===== config.mk =====
export PLATFORM = sky130hd
export DESIGN_NAME = z_result_stage
export DESIGN_NICKNAME = d
export VERILOG_FILES = /design/src/rtl/alu_pkg.sv /design/src/rtl/z_reg.sv /design/src/rtl/z_result_stage.sv
export SDC_FILE = /design/constraint.sdc
export NUM_CORES = 1
export LEC_CHECK = 0
export CORE_UTILIZATION = 60
export CTS_CLUSTER_SIZE = 14
export DETAILED_ROUTE_END_ITERATION = 7
export DONT_BUFFER_PORTS = 1
export PLACE_DENSITY = 0.76
export SLEW_MARGIN = 0
export SYNTH_ARGS = -nofsm -noshare
export SYNTH_HDL_FRONTEND = slang
export SYNTH_HIERARCHICAL = 1
export SYNTH_SLANG_ARGS = --single-unit

===== constraint.sdc =====
create_clock -name clk -period 2.5 [get_ports clk]
set_input_delay 0.375 -clock clk [delete_from_list [all_inputs] [get_ports clk]]
set_output_delay 0.375 -clock clk [all_outputs]
set_load 0.02 [all_outputs]

===== src/rtl/alu_pkg.sv =====
// -----------------------------------------------------------------------------
// alu_pkg
// Shared definitions for the ALU result stage:
//   - WORD_SIZE_DEF : default ALU operand/result word width
//   - OP_*          : ALU_Sel opcode constants
//   - z_state_e     : result-stage FSM state type
//   - is_two_word() : true for ops that produce a HI and a LO word (MUL, DIV)
// -----------------------------------------------------------------------------
package alu_pkg;

    localparam int WORD_SIZE_DEF = 32;

    localparam logic [4:0] OP_ADD = 5'd0;
    localparam logic [4:0] OP_SUB = 5'd1;
    localparam logic [4:0] OP_DIV = 5'd2;
    localparam logic [4:0] OP_AND = 5'd3;
    localparam logic [4:0] OP_OR  = 5'd4;
    localparam logic [4:0] OP_XOR = 5'd5;
    localparam logic [4:0] OP_MUL = 5'd6;

    typedef enum logic [1:0] {
        ST_IDLE     = 2'd0,
        ST_DRIVE_LO = 2'd1,
        ST_DRIVE_HI = 2'd2
    } z_state_e;

    // Undefined opcodes fall through to single-word handling.
    function automatic logic is_two_word(input logic [4:0] op);
        return (op == OP_MUL) || (op == OP_DIV);
    endfunction

endpackage


===== src/rtl/z_reg.sv =====
// -----------------------------------------------------------------------------
// z_reg
// Enabled word register with asynchronous active-low clear.
// Ports:
//   clk  - rising-edge clock
//   clr  - asynchronous active-low clear (q -> 0)
//   en   - load enable
//   d    - data in (WIDTH bits)
//   q    - registered data out (WIDTH bits)
// -----------------------------------------------------------------------------
module z_reg #(
    parameter int WIDTH = 32
) (
    input  logic             clk,
    input  logic             clr,
    input  logic             en,
    input  logic [WIDTH-1:0] d,
    output logic [WIDTH-1:0] q
);

    always_ff @(posedge clk or negedge clr) begin
        if (!clr) begin
            q <= '0;
        end else if (en) begin
            q <= d;
        end
    end

endmodule


===== src/rtl/z_result_stage.sv =====
// -----------------------------------------------------------------------------
// z_result_stage
// Captures an ALU result and serialises it onto a shared word bus: ZLO first,
// then ZHI for two-word ops (MUL/DIV). MUL/DIV results also update the
// architectural HI/LO registers at acceptance. Counts completed results.
//
// Optional feature: define Z_FLAGS_EN to register zero/negative/carry flags
// at acceptance; otherwise the flag outputs are tied to 0.
//
// Ports:
//   clk          - rising-edge clock
//   clr          - asynchronous active-low reset
//   alu_valid    - ALU result offered
//   alu_ready    - stage can accept (IDLE only)
//   alu_op       - ALU_Sel of the offered result
//   alu_lo       - low word / quotient
//   alu_hi       - high word / remainder
//   carry_in     - ALU CarryOut
//   bus_valid    - bus_data is being driven
//   bus_ready    - bus consumer takes the current word
//   bus_data     - ZLO or ZHI, 0 when idle
//   bus_is_hi    - ZHI is on the bus
//   hi_reg       - architectural HI
//   lo_reg       - architectural LO
//   result_count - completed results, wraps at 256
//   flag_z/n/c   - result flags
//
// state       | meaning
// ------------+--------------------------------------------------
// ST_IDLE     | waiting for a result, alu_ready=1
// ST_DRIVE_LO | ZLO on the bus, waiting for bus_ready
// ST_DRIVE_HI | ZHI on the bus (MUL/DIV only), waiting for bus_ready
// -----------------------------------------------------------------------------
module z_result_stage
    import alu_pkg::*;
#(
    parameter int WORD_SIZE = WORD_SIZE_DEF
) (
    input  logic                 clk,
    input  logic                 clr,
    input  logic                 alu_valid,
    output logic                 alu_ready,
    input  logic [4:0]           alu_op,
    input  logic [WORD_SIZE-1:0] alu_lo,
    input  logic [WORD_SIZE-1:0] alu_hi,
    input  logic                 carry_in,
    output logic                 bus_valid,
    input  logic                 bus_ready,
    output logic [WORD_SIZE-1:0] bus_data,
    output logic                 bus_is_hi,
    output logic [WORD_SIZE-1:0] hi_reg,
    output logic [WORD_SIZE-1:0] lo_reg,
    output logic [7:0]           result_count,
    output logic                 flag_z,
    output logic                 flag_n,
    output logic                 flag_c
);

    z_state_e             state_q, state_d;
    logic [4:0]           op_q;
    logic [7:0]           count_q, count_d;
    logic [WORD_SIZE-1:0] zlo_q, zhi_q;
    logic                 accept;
    logic                 final_hs;
    logic                 arch_load;

    assign accept    = alu_valid & alu_ready;
    assign arch_load = accept & is_two_word(alu_op);

    z_reg #(.WIDTH(WORD_SIZE)) u_zlo (
        .clk (clk), .clr (clr), .en (accept),    .d (alu_lo), .q (zlo_q)
    );
    z_reg #(.WIDTH(WORD_SIZE)) u_zhi (
        .clk (clk), .clr (clr), .en (accept),    .d (alu_hi), .q (zhi_q)
    );
    z_reg #(.WIDTH(WORD_SIZE)) u_hi (
        .clk (clk), .clr (clr), .en (arch_load), .d (alu_hi), .q (hi_reg)
    );
    z_reg #(.WIDTH(WORD_SIZE)) u_lo (
        .clk (clk), .clr (clr), .en (arch_load), .d (alu_lo), .q (lo_reg)
    );

    always_ff @(posedge clk or negedge clr) begin
        if (!clr) begin
            state_q <= ST_IDLE;
            op_q    <= '0;
            count_q <= '0;
        end else begin
            state_q <= state_d;
            count_q <= count_d;
            if (accept) begin
                op_q <= alu_op;
            end
        end
    end

    always_comb begin
        state_d   = state_q;
        alu_ready = 1'b0;
        bus_valid = 1'b0;
        bus_is_hi = 1'b0;
        bus_data  = '0;
        final_hs  = 1'b0;
        case (state_q)
            ST_IDLE: begin
                alu_ready = 1'b1;
                if (alu_valid) begin
                    state_d = ST_DRIVE_LO;
                end
            end
            ST_DRIVE_LO: begin
                bus_valid = 1'b1;
                bus_data  = zlo_q;
                if (bus_ready) begin
                    if (is_two_word(op_q)) begin
                        state_d = ST_DRIVE_HI;
                    end else begin
                        state_d  = ST_IDLE;
                        final_hs = 1'b1;
                    end
                end
            end
            ST_DRIVE_HI: begin
                bus_valid = 1'b1;
                bus_is_hi = 1'b1;
                bus_data  = zhi_q;
                if (bus_ready) begin
                    state_d  = ST_IDLE;
                    final_hs = 1'b1;
                end
            end
            default: begin
                state_d = ST_IDLE;
            end
        endcase
    end

    // Counter wraps naturally through the 8-bit add.
    always_comb begin
        count_d = count_q;
        if (final_hs) begin
            count_d = count_q + 8'd1;
        end
    end

    assign result_count = count_q;

`ifdef Z_FLAGS_EN
    logic flag_z_q, flag_n_q, flag_c_q;
    logic flag_z_d, flag_n_d;

    // Two-word results judge zero across both words and sign from HI.
    always_comb begin
        flag_z_d = (alu_lo == '0);
        flag_n_d = alu_lo[WORD_SIZE-1];
        if (is_two_word(alu_op)) begin
            flag_z_d = (alu_hi == '0) && (alu_lo == '0);
            flag_n_d = alu_hi[WORD_SIZE-1];
        end
    end

    always_ff @(posedge clk or negedge clr) begin
        if (!clr) begin
            flag_z_q <= 1'b0;
            flag_n_q <= 1'b0;
            flag_c_q <= 1'b0;
        end else if (accept) begin
            flag_z_q <= flag_z_d;
            flag_n_q <= flag_n_d;
            flag_c_q <= carry_in;
        end
    end

    assign flag_z = flag_z_q;
    assign flag_n = flag_n_q;
    assign flag_c = flag_c_q;
`else
    logic unused_carry;
    assign unused_carry = carry_in;

    assign flag_z = 1'b0;
    assign flag_n = 1'b0;
    assign flag_c = 1'b0;
`endif

endmodule


==> impl_metrics.env <==
export IMPL_grt_overflow=0
export IMPL_cts_clk_slew_worst_paths_ps=60
export IMPL_numCtsBuffers=17
export IMPL_grt_pass1_vias=4273
export IMPL_p_leak_nw=3.71
export IMPL_antenna_left=0
export IMPL_grt_pass1_wl_um=23000
export IMPL_rsz0062_at_grt="no"
export IMPL_diodes=0
export IMPL_p_int_w=0.00722
export IMPL_finalWorstSetupSlack_ps=129
export IMPL_port_buffers=0
export IMPL_seq_power_share_pct=43.2
export IMPL_postLayoutCellArea_sq_um=8210
export IMPL_vias=3767
export IMPL_top_layer="met4"
export IMPL_numClockSinks=142
export IMPL_ir_drop_mv=0.814
export IMPL_violations="hold timing"
export IMPL_antenna_found_initial=0
export IMPL_path_class="reg2out"
export IMPL_grt_usage_pct=26.7
export IMPL_hold_ws_ps=-456
export IMPL_tns_ps=0
export IMPL_holdBufCountCts=68
export IMPL_ys_warnings_count=6
export IMPL_die_w_um=107
export IMPL_htreeDepth=4
export IMPL_drc_errors=0
export IMPL_start_util_pct=61.4
export IMPL_endpoint_kind="output port"
export IMPL_synth_top_family_by_area="multiplexers"
export IMPL_area_growth_pct=23.8
export IMPL_synthMuxAreaShare_pct=29.4
export IMPL_route_met2_wl_um=7580
export IMPL_outcome="finished with violations"
export IMPL_place_congestion=0.747
export IMPL_p_clk_share_pct=23.6
export IMPL_synth_cell_types=32
export IMPL_met3_length_um=803
export IMPL_drive_gt1_share_pct=42.0
export IMPL_synth_fa_ha_area_share_pct=0.755
export IMPL_syn_area_sq_um=6630
export IMPL_combinationalPowerShare_pct=33.1
export IMPL_cts_tree="built"
export IMPL_cap_violations=0
export IMPL_fmax_mhz=422
export IMPL_hpwl_um=8260
export IMPL_multi_input_area_sq_um=2760
export IMPL_nets=594
export IMPL_die_area_sq_um=11500
export IMPL_final_setup_viol_count=0
export IMPL_cts_buffer_depth=2
export IMPL_rows=38
export IMPL_p_per_area_nw_per_um2=1340
export IMPL_nFillCells=618
export IMPL_synth_xor_area_share_pct=0.925
export IMPL_viasPerCell=5.63
export IMPL_m1WireLength_um=6080
export IMPL_critPathArrivalTime_ps=2000
export IMPL_synthCells=412
export IMPL_grt_max_degree=143
export IMPL_ioPinCount=184
export IMPL_insertion_delay_ps=530
export IMPL_dpl_worst_slack_ps=168
export IMPL_root_buffer="clkbuf_8"
export IMPL_drt_iter0_markers=230
export IMPL_p_sw_w=0.00377
export IMPL_period_needed_ps=2370
export IMPL_yosys_area_share_simple_pct=4.61
export IMPL_synth_compound_area_share_pct=4.93
export IMPL_final_cell_mix="dfrtp_1, mux2_4, dlygate4sd3_1"
export IMPL_crit_path_max_fanout=17
export IMPL_ys_ff_latch=142
export IMPL_seqCellArea_sq_um=3550
export IMPL_clock_skew_ps=7.72
export IMPL_routedWlPerCell_um=21.9
export IMPL_synth_avg_cell_area_sq_um=16.1
export IMPL_hold_violations=142
export IMPL_worst_setup_path_start_kind="flop"
export IMPL_core_area_sq_um=10800
export IMPL_fp_dieH_um=107
export IMPL_dr_pass1_iters=6
export IMPL_min_path_type="in2async"
export IMPL_period_share_pct=94.9
export IMPL_swShare_pct=34.3
export IMPL_slew_viol_final=0
export IMPL_yosysSeqAreaShare_pct=53.6
export IMPL_place_area_sq_um=6840
export IMPL_layout_commonest_cell="dfrtp_1"
export IMPL_routed_wl_um=14600
export IMPL_required_ps=2120
registers in the layout (all words and copies together) (netlist names):
register      flops
u_lo/q           32
result_count      8
u_hi/q           32
state_q           2
u_zlo/q          32
op_q              4
u_zhi/q          32
final cells by class:
| cell class | count | area share, % |
|---|---|---|
| clock buffer | 22 | 5.88 |
| inverter | 6 | 0.290 |
| tap | 140 | 2.13 |
| multi-input combinational | 236 | 33.6 |
| sequential | 142 | 43.3 |
| clock inverter | 10 | 1.63 |
| timing repair buffer | 113 | 13.2 |
power by group through the flow:
| stage | clock, W | combinational [W] | sequential (W) |
|---|---|---|---|
| final | 0.00260 | 0.00364 | 0.00476 |
| after global routing | 0.00276 | 0.00386 | 0.00487 |
| after global placement | 0 | 0.00329 | 0.00468 |
| after floorplan | 0 | 0.00283 | 0.00452 |
| after detailed placement | 0 | 0.00339 | 0.00474 |
| after CTS | 0.00263 | 0.00355 | 0.00473 |
repair_timing:
item / CTS / global route
buffers inserted: 0 / 3
setup endpoints to repair: 26 / 39
gates resized for setup: 3 / 5
endpoints found under the hold margin: 274 / 142
pin swaps: 0 / 1
cell usage after synthesis:
cell type / number / area (sq um)
nand2b_1: 2 / 12.5
nor2_1: 2 / 7.51
xnor2_1: 5 / 43.8
mux2_2: 13 / 146
a2111o_1: 1 / 11.3
nand4_1: 2 / 12.5
nand3_1: 1 / 5.00
o21ba_2: 1 / 10.0
a21oi_1: 1 / 5.00
nor2b_1: 32 / 200
buf_6: 4 / 45.0
nor4_1: 1 / 6.26
a211o_1: 1 / 8.76
a22oi_1: 32 / 240
inv_2: 1 / 3.75
a22o_1: 1 / 8.76
o21ai_0: 3 / 15.0
nor3b_2: 1 / 12.5
mux2_4: 120 / 1800
buf_2: 1 / 5.00
xor2_1: 2 / 17.5
ha_1: 4 / 50.1
inv_1: 5 / 18.8
nand2_1: 5 / 18.8
nor4b_4: 1 / 23.8
clkbuf_1: 8 / 30.0
nor2_2: 1 / 6.26
a2111oi_4: 1 / 27.5
conb_1: 1 / 3.75
buf_4: 5 / 37.5
buf_12: 12 / 240
dfrtp_1: 142 / 3550
through the flow:
step / hold slack [ps] / total power [W] / std cells / util [%]
final: -456 / 0.0110 / 669 / 76.1
after global routing: -494 / 0.0115 / 669 / 76.1
after CTS: -481 / 0.0109 / 666 / 75.6
after detailed placement: 82.5 / 0.00813 / 566 / 63.4
after global placement: 82.4 / 0.00797 / 566 / 63.4
after floorplan: 79.4 / 0.00735 / 414 / -
metal layers:
layer,global-route usage [%],up-vias
met5,0,-
met4,8.61,0
met3,8.21,15
met2,45.2,128
met1,32.6,1967
li1,-,1657
critical path, cell delays in order (launching register included):
cell     delay [ps]
dfrtp_1         400
inv_1           140
ha_4            360
buf_6           190
nor2b_1         200
buf_4           170
cell families (layout without fill, tap and decap cells):
kind of cell | Yosys count | count (layout)
other | 1 | 3
buffers and inverters | 36 | 151
xor gates and xnor gates | 7 | 7
AOI/OAI and AO/OA | 41 | 41
DFF | 142 | 142
muxes | 133 | 133
and+or+nand+nor | 48 | 48
adders and majority gates | 4 | 4
final timing paths:
check	to	cells after the start	slack (ps)	startpoint
worst max-delay path	bus_data[23]	5	130	state_q[0]
worst min-delay path	u_hi/q[22]	0	-460	clr
worst max register to register	u_hi/q[29]	6	270	state_q[0]
worst min register to register	u_zhi/q[23]	1	510	u_zhi/q[23]
max in group asynchronous	u_zlo/q[31]	0	2770	clr
min in group clk	state_q[0]	2	50	alu_valid
Power figures use the tool's default switching activity.
